### config.mk
export PLATFORM = sky130hd
export DESIGN_NAME = mem_access
export DESIGN_NICKNAME = d
export VERILOG_FILES = /design/src/rtl/mem_access.sv
export SDC_FILE = /design/constraint.sdc
export NUM_CORES = 1
export LEC_CHECK = 0
export ABC_AREA = 1
export CORE_AREA = 2 2 82 84
export CTS_CLUSTER_DIAMETER = 80
export DETAILED_ROUTE_END_ITERATION = 6
export DIE_AREA = 0 0 84 86
export DONT_BUFFER_PORTS = 1
export SYNTH_ARGS = -nofsm -noshare
export SYNTH_HDL_FRONTEND = slang
export SYNTH_SLANG_ARGS = --single-unit
### constraint.sdc
create_clock -name clk -period 1.9 [get_ports clk]
set_input_delay 0.19 -clock clk [delete_from_list [all_inputs] [get_ports clk]]
set_output_delay 0.19 -clock clk [all_outputs]
set_load 0.02 [all_outputs]
### src/rtl/mem_access.sv
// Memory-stage access controller: decodes EX/MEM control, runs a request/response
// data-memory handshake, stalls the pipeline, and aligns/extends load data.
// Optional macro MEM_MISALIGN_TRAP_EN turns misaligned half/word accesses into traps.
module mem_access #(
    parameter int MEM_CTRL_WID = 5
) (
    input  logic                    clk,
    input  logic                    rst,
    input  logic [31:0]             ALUres_in,
    input  logic [31:0]             data2_in,
    input  logic [MEM_CTRL_WID-1:0] MEM_ctrl_in,
    output logic                    dmem_req,
    output logic                    dmem_we,
    output logic [31:0]             dmem_addr,
    output logic [3:0]              dmem_be,
    output logic [31:0]             dmem_wdata,
    input  logic                    dmem_ready,
    input  logic                    dmem_rvalid,
    input  logic [31:0]             dmem_rdata,
    output logic [31:0]             mem_data_out,
    output logic                    stall_out,
    output logic                    misalign_exc
);

    typedef enum logic [1:0] {
        ST_IDLE = 2'd0,
        ST_REQ  = 2'd1,
        ST_WAIT = 2'd2,
        ST_DONE = 2'd3
    } state_t;

    state_t      state_r;
    state_t      state_nxt_s;
    logic        mem_read_s;
    logic        mem_write_s;
    logic        access_s;
    logic        is_load_s;
    logic        misalign_s;
    logic        trap_r;
    logic [2:0]  funct3_s;
    logic [1:0]  off_s;

    assign mem_read_s  = MEM_ctrl_in[MEM_CTRL_WID-1];
    assign mem_write_s = MEM_ctrl_in[MEM_CTRL_WID-2];
    assign funct3_s    = MEM_ctrl_in[2:0];
    assign off_s       = ALUres_in[1:0];
    assign access_s    = mem_read_s | mem_write_s;
    // Read+write together is resolved as a load.
    assign is_load_s   = mem_read_s;

    function automatic logic [3:0] store_be(input logic [2:0] f3, input logic [1:0] off);
        logic [3:0] be;
        case (f3)
            3'b000:  be = 4'b0001 << off;
            3'b001:  be = off[1] ? 4'b1100 : 4'b0011;
            default: be = 4'b1111;
        endcase
        return be;
    endfunction

    function automatic logic [31:0] store_wdata(input logic [2:0] f3, input logic [31:0] d);
        logic [31:0] w;
        case (f3)
            3'b000:  w = {4{d[7:0]}};
            3'b001:  w = {2{d[15:0]}};
            default: w = d;
        endcase
        return w;
    endfunction

    function automatic logic [31:0] load_extend(input logic [2:0] f3, input logic [1:0] off,
                                                input logic [31:0] w);
        logic [7:0]  b;
        logic [15:0] h;
        logic [31:0] r;
        b = w[{off, 3'b000} +: 8];
        h = off[1] ? w[31:16] : w[15:0];
        case (f3)
            3'b000:  r = {{24{b[7]}}, b};
            3'b001:  r = {{16{h[15]}}, h};
            3'b100:  r = {24'h000000, b};
            3'b101:  r = {16'h0000, h};
            default: r = w;
        endcase
        return r;
    endfunction

`ifdef MEM_MISALIGN_TRAP_EN
    function automatic logic is_misaligned(input logic ld, input logic [2:0] f3,
                                           input logic [1:0] off);
        logic m;
        if (ld) begin
            case (f3)
                3'b000, 3'b100: m = 1'b0;
                3'b001, 3'b101: m = off[0];
                default:        m = (off != 2'b00);
            endcase
        end else begin
            case (f3)
                3'b000:  m = 1'b0;
                3'b001:  m = off[0];
                default: m = (off != 2'b00);
            endcase
        end
        return m;
    endfunction

    assign misalign_s = is_misaligned(is_load_s, funct3_s, off_s);
`else
    assign misalign_s = 1'b0;
`endif

    // State register.
    always_ff @(posedge clk or negedge rst) begin
        if (!rst) begin
            state_r <= ST_IDLE;
        end else begin
            state_r <= state_nxt_s;
        end
    end

    // Next-state decode.
    always_comb begin
        state_nxt_s = state_r;
        case (state_r)
            ST_IDLE: begin
                if (access_s) begin
                    state_nxt_s = misalign_s ? ST_DONE : ST_REQ;
                end else begin
                    state_nxt_s = ST_IDLE;
                end
            end
            ST_REQ: begin
                if (dmem_ready) begin
                    state_nxt_s = is_load_s ? ST_WAIT : ST_DONE;
                end else begin
                    state_nxt_s = ST_REQ;
                end
            end
            ST_WAIT: begin
                if (dmem_rvalid) begin
                    state_nxt_s = ST_DONE;
                end else begin
                    state_nxt_s = ST_WAIT;
                end
            end
            ST_DONE: state_nxt_s = ST_IDLE;
            default: state_nxt_s = ST_IDLE;
        endcase
    end

    // Output decode; gated by reset so the stall and request drop the instant reset asserts.
    always_comb begin
        dmem_req     = 1'b0;
        dmem_we      = 1'b0;
        dmem_addr    = 32'h0000_0000;
        dmem_be      = 4'b0000;
        dmem_wdata   = 32'h0000_0000;
        stall_out    = 1'b0;
        misalign_exc = 1'b0;
        if (!rst) begin
            stall_out = 1'b0;
        end else begin
            case (state_r)
                ST_IDLE: stall_out = access_s;
                ST_REQ: begin
                    dmem_req   = 1'b1;
                    stall_out  = 1'b1;
                    dmem_we    = ~is_load_s;
                    dmem_addr  = {ALUres_in[31:2], 2'b00};
                    dmem_be    = is_load_s ? 4'b1111 : store_be(funct3_s, off_s);
                    dmem_wdata = is_load_s ? 32'h0000_0000 : store_wdata(funct3_s, data2_in);
                end
                ST_WAIT: stall_out = 1'b1;
                ST_DONE: misalign_exc = trap_r;
                default: stall_out = 1'b0;
            endcase
        end
    end

    // Load result and trap flag; the result only changes when a load completes.
    always_ff @(posedge clk or negedge rst) begin
        if (!rst) begin
            mem_data_out <= 32'h0000_0000;
            trap_r       <= 1'b0;
        end else begin
            if (state_r == ST_WAIT && dmem_rvalid) begin
                mem_data_out <= load_extend(funct3_s, off_s, dmem_rdata);
            end else begin
                mem_data_out <= mem_data_out;
            end
            if (state_r == ST_IDLE) begin
                trap_r <= access_s & misalign_s;
            end else begin
                trap_r <= trap_r;
            end
        end
    end

endmodule

; ---- Word-level counts from Yosys, hierarchy flattened
; Cells that the tools add are included.
[totals]
ff_bits = 34
input_bits = 105
elab_cells = 40
[classes]
n_eq_ne = 6
shifts = 2
n_mux = 24
bitwise = 2
reduce_logical = 4
[ops]
columns = operator, n
row1 = 2-to-1 mux 32 bit, 5
row2 = one-hot mux 32 bit (4 select lines), 1
row3 = one-hot mux 32 bit (2 select lines), 1
row4 = indexed part select 32 x 6 -> 8 bit, 1
row5 = 2-to-1 mux 16 bit, 1
row6 = 2-to-1 mux 4 bit, 4
row7 = 2-to-1 mux 1 bit, 8
row8 = one-hot mux 2 bit (4 select lines), 1
row9 = one-hot mux 4 bit (2 select lines), 1
row10 = equality test 3 bit (second input constant), 2
row11 = equality test 2 bit (second input constant), 2
row12 = << shifter 1 x 2 -> 4 bit (first input constant), 1
row13 = equality test 3 x 1 -> 1 bit (second input constant), 1
row14 = logical NOT 3 bit, 1
row15 = equality test 2 x 1 -> 1 bit (second input constant), 1
row16 = logical NOT 2 bit, 1
row17 = 2-to-1 mux 2 bit, 1
row18 = one-hot mux 1 bit (2 select lines), 1
row19 = OR reduction 2 bit, 1
row20 = logical AND 1 bit, 1
row21 = inverter 1 bit, 1
row22 = bitwise OR 1 bit, 1

; ---- Depth between registers and ports, before layout
; Gate-level depths: netlist (run 1).
[logic_depth]
word_depth = 5
mapped_depth = 9

; ---- Worst setup path before layout (run 1)
; No wires, ideal clock.
[synth_timing]
kind = register to output
start = register with a tool-made name
end = output port dmem_wdata[22]
arrival_time_ns = 1.747
required_ns = 1.710
setup_slack_ns = -0.037
stages_incl_launch_ff = 8
n_path_buf = 1
cell_sequence = dfrtp_1 > inv_1 > ha_1 > nand2_2 > inv_2 > nand2_2 > buf_1 > nor3_1
[synth_rtl]
columns = element, line
row1 = to (decl), 16  ; output logic [31:0] dmem_wdata,

==> results of run 1 <==
-- placed cells by master, fill, tap and decap left out, types with 2 or more instances in the layout --
master	instances
nand2_1	144
nor2_1	99
buf_4	80
inv_1	76
a21oi_1	38
dfrtp_1	33
nand3_1	28
or2_2	17
nand3_2	11
o211ai_1	8
nor3_2	7
nand2_2	6
clkbuf_8	6
ha_1	4
inv_2	3
nand2_4	3
clkinvlp_4	3
conb_1	3
inv_6	2
nor2_2	2
nand3_4	2
o21ai_0	2
-- worst max-delay path, cell delays in order (launching register included) --
cell and delay, ps:
dfrtp_1 400, inv_2 110, ha_4 170, nand2_4 50, inv_4 70, nand2_8 80, buf_4 150, nor2_1 180
buf_4 190
-- cell families (layout without fill, tap and decap cells) --
family / Yosys count / in the layout / share of synthesized area
adder cells (fa/ha/maj): 5 / 5 / 0.0198
AO/OA/AOI/OAI: 50 / 50 / 0.0872
buffers and inverters: 112 / 176 / 0.159
other: 1 / 3 / 0.00119
flip-flops: 34 / 34 / 0.270
AND/OR/NAND/NOR: 324 / 324 / 0.463
-- flip-flops by register name (all words and copies together) (netlist names), named ones only --
name / flops
state_r: 1
mem_data_out: 32
-- timing repair --
item | 4_1_cts | 5_1_grt
setup buffers | 2 | 5
setup endpoints to repair | 26 | 29
gates cloned | 0 | 3
hold endpoints to repair | 34 | 0
hold buffers | 2 | 0
pin swaps | 1 | 3
gates resized for setup | 9 | 18
-- final timing paths --
path                                     start               end  cells past startpoint
worst max-delay path                      flop     dmem_wdata[2]                      8
worst min-delay path            MEM_ctrl_in[4]        state_r[0]                      3
worst max register to register            flop  mem_data_out[21]                      8
worst min register to register      state_r[0]              flop                      1
max in group asynchronous                  rst   mem_data_out[4]                      2
min in group asynchronous                  rst        state_r[0]                      2
-- per-layer routing --
layer  GRT usage  share of wire  up-vias
li1            -              -     1712
met1       0.306           0.35     1629
met2       0.572           0.52      184
met3       0.105           0.10       22
met4       0.110          0.023        2
met5           0         0.0011        -
-- layout make-up --
cell class                      count  area (sq um)  share of cell area
Multi-Input combinational cell    382          1890               0.482
Clock buffer                        6          82.6              0.0210
Tap cell                           77          96.3              0.0245
Timing Repair Buffer               84           657               0.167
Timing Repair inverter              3          20.0             0.00509
Sequential cell                    34           852               0.217
Inverter                           83           328              0.0834
-- where the power goes --
part / total (mW) / internal, mW / switching, mW
logic: 2.22 / 0.928 / 1.29
registers: 1.78 / 1.09 / 0.692
clock network: 0.534 / 0.279 / 0.255
total: 4.54 / 2.30 / 2.24
-- through the flow --
stage / setup TNS (ps) / util / worst slack, ps / area (sq um)
after global placement: 0 / 0.580 / 165 / 3640
after global routing: -394 / 0.626 / -47.2 / 3930
after floorplan: -73.9 / - / -37.0 / 3160
after CTS: 0 / 0.605 / 12.2 / 3800
after detailed placement: 0 / 0.580 / 113 / 3640
final: 0 / 0.626 / 10.8 / 3930
==> flow_summary.json, run 1 <==
{
  "grtUsageTotal": 0.302,
  "grt-ovfl-total": 0,
  "hold_class": "in2reg",
  "synth.most_common_cell": "nand2_1",
  "p_leak_nw": 2.27,
  "root_buffer": "clkbuf_8",
  "cp.arrival_ps": 1700,
  "syn-cell-area_sq_um": 3160,
  "htreeDepth": 2,
  "post_layout_nonfiller_instances": 669,
  "io_buffers": 0,
  "ys_types": 29,
  "vias": 3549,
  "synthTopCellsByArea": "dfrtp_1 27%, nand2_1 17%, nor2_1 12%",
  "rsz0062_at_grt": "yes",
  "drive_gt1_frac": 0.260,
  "cp_max_fo": 7,
  "cp-start-kind": "flop",
  "io_pins": 209,
  "setup_viol": 0,
  "die_x_um": 84,
  "finalPower_mw": 4.54,
  "dp_hpwl_mm": 8.86,
  "grt_pass1_vias": 3368,
  "synth_top_area_cell": "dfrtp_1",
  "fin_worst_skew_ps": 12.5,
  "grt_pass1_wl_mm": 17.1,
  "clk_latency_ps": 290,
  "layout.nets": 703,
  "whs_ps": 82.6,
  "routabilityCongestion": 0.919,
  "hold_viol": 0,
  "yosysSeqAreaShare": 0.270,
  "cap_violations": 0,
  "critical_path_class": "reg2out",
  "ys.flop_type": "dfrtp_1",
  "clock-sinks": 34,
  "dp_cells": 651,
  "outcome": "finished clean",
  "synthCells": 526,
  "initial_core_util": 0.503,
  "synth_area_per_cell_sq_um": 6.00,
  "fill_cells": 638,
  "synth-edff-count": 0,
  "drc_errors": 0,
  "clk_pin_slew_worst_paths_ps": 70,
  "area_growth_pct": 24.5,
  "fin_crit_sh": 0.994,
  "required_ps": 1710,
  "async_flop_share": 1.00,
  "ff2ff_setup_slack_ps": 80,
  "coreArea_sq_um": 6280,
  "cts.path.max_buffers": 2,
  "dieArea_sq_um": 7220,
  "wl_per_cell_um": 17.2,
  "period_minus_slack_ps": 1890,
  "wirelength_mm": 11.5,
  "synth_top_area_share": 0.270,
  "maxSlewViolCount": 0,
  "drt_iter0_drc": 175,
  "irDropWorstVdd_uv": 882,
  "yosysWarnings": 0,
  "cts_buffers": 5,
  "postRouteAntennaNets": 0,
  "diodes": 0,
  "die_h_um": 86,
  "endpoint_kind": "output port",
  "yosys-top-cells-count": "145 x nand2_1, 100 x nor2_1, 78 x inv_1, 38 x a21oi_1, 34 x dfrtp_1",
  "cts_tree": "done",
  "rows": 29,
  "fmaxAchievable_ghz": 0.529,
  "power_density_nw_per_um2": 1150,
  "dr.pass1.iters": 5,
  "grt_max_degree": 35,
  "grt_antenna_before_repair": 1,
  "ys_ff_latch": 34,
  "via_per_inst": 5.30
}
Note: power is estimated with default switching activity, not from simulation.
==> run 2, diff against run 1 <==
--- a/config.mk
+++ b/config.mk
@@ -11,6 +11,7 @@
 export DETAILED_ROUTE_END_ITERATION = 6
 export DIE_AREA = 0 0 84 86
 export DONT_BUFFER_PORTS = 1
+export REMOVE_ABC_BUFFERS = 1
 export SYNTH_ARGS = -nofsm -noshare
 export SYNTH_HDL_FRONTEND = slang
 export SYNTH_SLANG_ARGS = --single-unit
==> run 2 against run 1 <==
Die area stayed put. Sequential cell count stayed put. Global-route usage is 0.23 points higher. Worst setup slack better by 37 ps. Combinational power is 3% lower. Critical endpoint is now dmem_wdata[21]. Largest cell class unchanged. Highest routed layer is now met4.
==> flow_summary.json, run 2 (synthesis results as in run 1) <==
{
  "period_minus_slack_ps": 1850,
  "irDropWorstVdd_uv": 822,
  "postRouteAntennaNets": 0,
  "cp.arrival_ps": 1660,
  "top_regs": "mem_data_out x32, state_r x1",
  "grt_max_degree": 39,
  "critical-path-slowest-cell": "dfrtp_1",
  "endpoint_kind": "output port",
  "layout.nets": 699,
  "p_leak_nw": 2.27,
  "worstHoldPathCells": 2,
  "vias": 3520,
  "maxSlewViolCount": 0,
  "dp_hpwl_mm": 8.21,
  "setup_viol": 0,
  "grt_pass1_vias": 3455,
  "utilization": 0.620,
  "final_common_cell": "nand2_1",
  "largest_register_ffs": 32,
  "rr_endpoint": "mem_data_out[16]",
  "grt-ovfl-total": 0,
  "finalPower_mw": 4.52,
  "dr.pass1.iters": 4,
  "via_per_inst": 5.28,
  "clock-sinks": 34,
  "die_h_um": 86,
  "clk_latency_ps": 290,
  "die_x_um": 84,
  "root_buffer": "clkbuf_8",
  "grtUsageTotal": 0.304,
  "clk_pin_slew_worst_paths_ps": 70,
  "cts.path.max_buffers": 2,
  "crit_buf_inv": 4,
  "power_density_nw_per_um2": 1160,
  "hold_viol": 0,
  "diodes": 0,
  "r2r-start": "state_r[0]",
  "wirelength_mm": 11.1,
  "fin_crit_sh": 0.975,
  "drc_errors": 0,
  "cp-start-kind": "flop",
  "hold_class": "in2reg",
  "worstPathCellList": "inv_2 > ha_4 > nand2_4 > inv_2 > nand2_4 > buf_8 > nor3_2 > buf_4",
  "io_buffers": 0,
  "cp_max_fo": 16,
  "drt_iter0_drc": 111,
  "routabilityCongestion": 0.932,
  "critPathTopFamily": "buffers and inverters",
  "final_cell_mix": "145 x nand2_1, 100 x nor2_1, 78 x buf_4, 76 x inv_1, 38 x a21oi_1",
  "largest-register": "mem_data_out",
  "required_ps": 1710,
  "dieArea_sq_um": 7220,
  "critical_path_class": "reg2out",
  "area_growth_pct": 23.3,
  "grt_antenna_before_repair": 0,
  "fin_worst_skew_ps": 7.64,
  "grt_pass1_wl_mm": 17.6,
  "r2r_cells": 8,
  "initial_core_util": 0.503,
  "outcome": "finished clean",
  "coreArea_sq_um": 6280,
  "ff2ff_setup_slack_ps": 170,
  "hold_path_startpoint": "dmem_ready",
  "io_pins": 209,
  "cts_tree": "done",
  "cap_violations": 0,
  "fmaxAchievable_ghz": 0.540,
  "wl_per_cell_um": 16.6,
  "cts_buffers": 5,
  "crit_path_max_incr_delay_ps": 410,
  "drive_gt1_frac": 0.251,
  "rows": 29,
  "htreeDepth": 2
}
run 2: worst max path at each step:
stage,from,to,cells past startpoint
final,flop,dmem_wdata[21],8
after global placement,state_r[0],mem_data_out[1],7
after detailed placement,state_r[0],mem_data_out[6],7
after global routing,flop,dmem_wdata[12],9
after floorplan,state_r[0],mem_data_out[16],7
after CTS,flop,dmem_wdata[14],9
run 2: layout make-up:
| cell class | instances | area [sq um] |
|---|---|---|
| flip-flops and latches | 34 | 851 |
| clock inverters | 1 | 5.00 |
| well taps | 77 | 96.3 |
| inverters | 83 | 325 |
| multi-input cells | 382 | 1880 |
| repair buffers | 82 | 642 |
| fillers | 651 | 2390 |
| repair inverters | 1 | 5.00 |
| clock buffers | 7 | 86.3 |
run 2: per-layer routing:
metal	vias to the layer above	GRT usage	part of all wire
met5	-	0	0
met4	0	0.122	0.034
met3	27	0.0799	0.081
met2	156	0.562	0.53
met1	1633	0.332	0.36
li1	1704	-	-
run 2: report_power, final:
| part | leakage (nW) | total [mW] | internal (mW) | switching [mW] |
|---|---|---|---|---|
| clock | 0.0482 | 0.566 | 0.293 | 0.274 |
| sequential | 0.409 | 1.79 | 1.09 | 0.708 |
| combinational | 1.81 | 2.16 | 0.907 | 1.25 |
run 2: repair_timing:
action | 4_1_cts | 5_1_grt
endpoints found under the setup margin | 24 | 32
pin swaps | 0 | 3
buffers inserted | 0 | 5
endpoints found under the hold margin | 34 | 0
hold buffers | 2 | 0
gates cloned | 0 | 1
gates resized for setup | 6 | 14
run 2: metrics by stage:
stage,worst slack (ps),cells,hold slack [ps],instance area (sq um),setup TNS (ps)
final,47.7,667,57.3,3890,0
after global routing,-16.0,667,66.4,3890,-62.8
after global placement,224,651,-105,3640,0
after CTS,-6.48,661,61.8,3780,-22.5
after floorplan,-397,499,-106,2980,-13330
after detailed placement,176,651,-105,3640,0
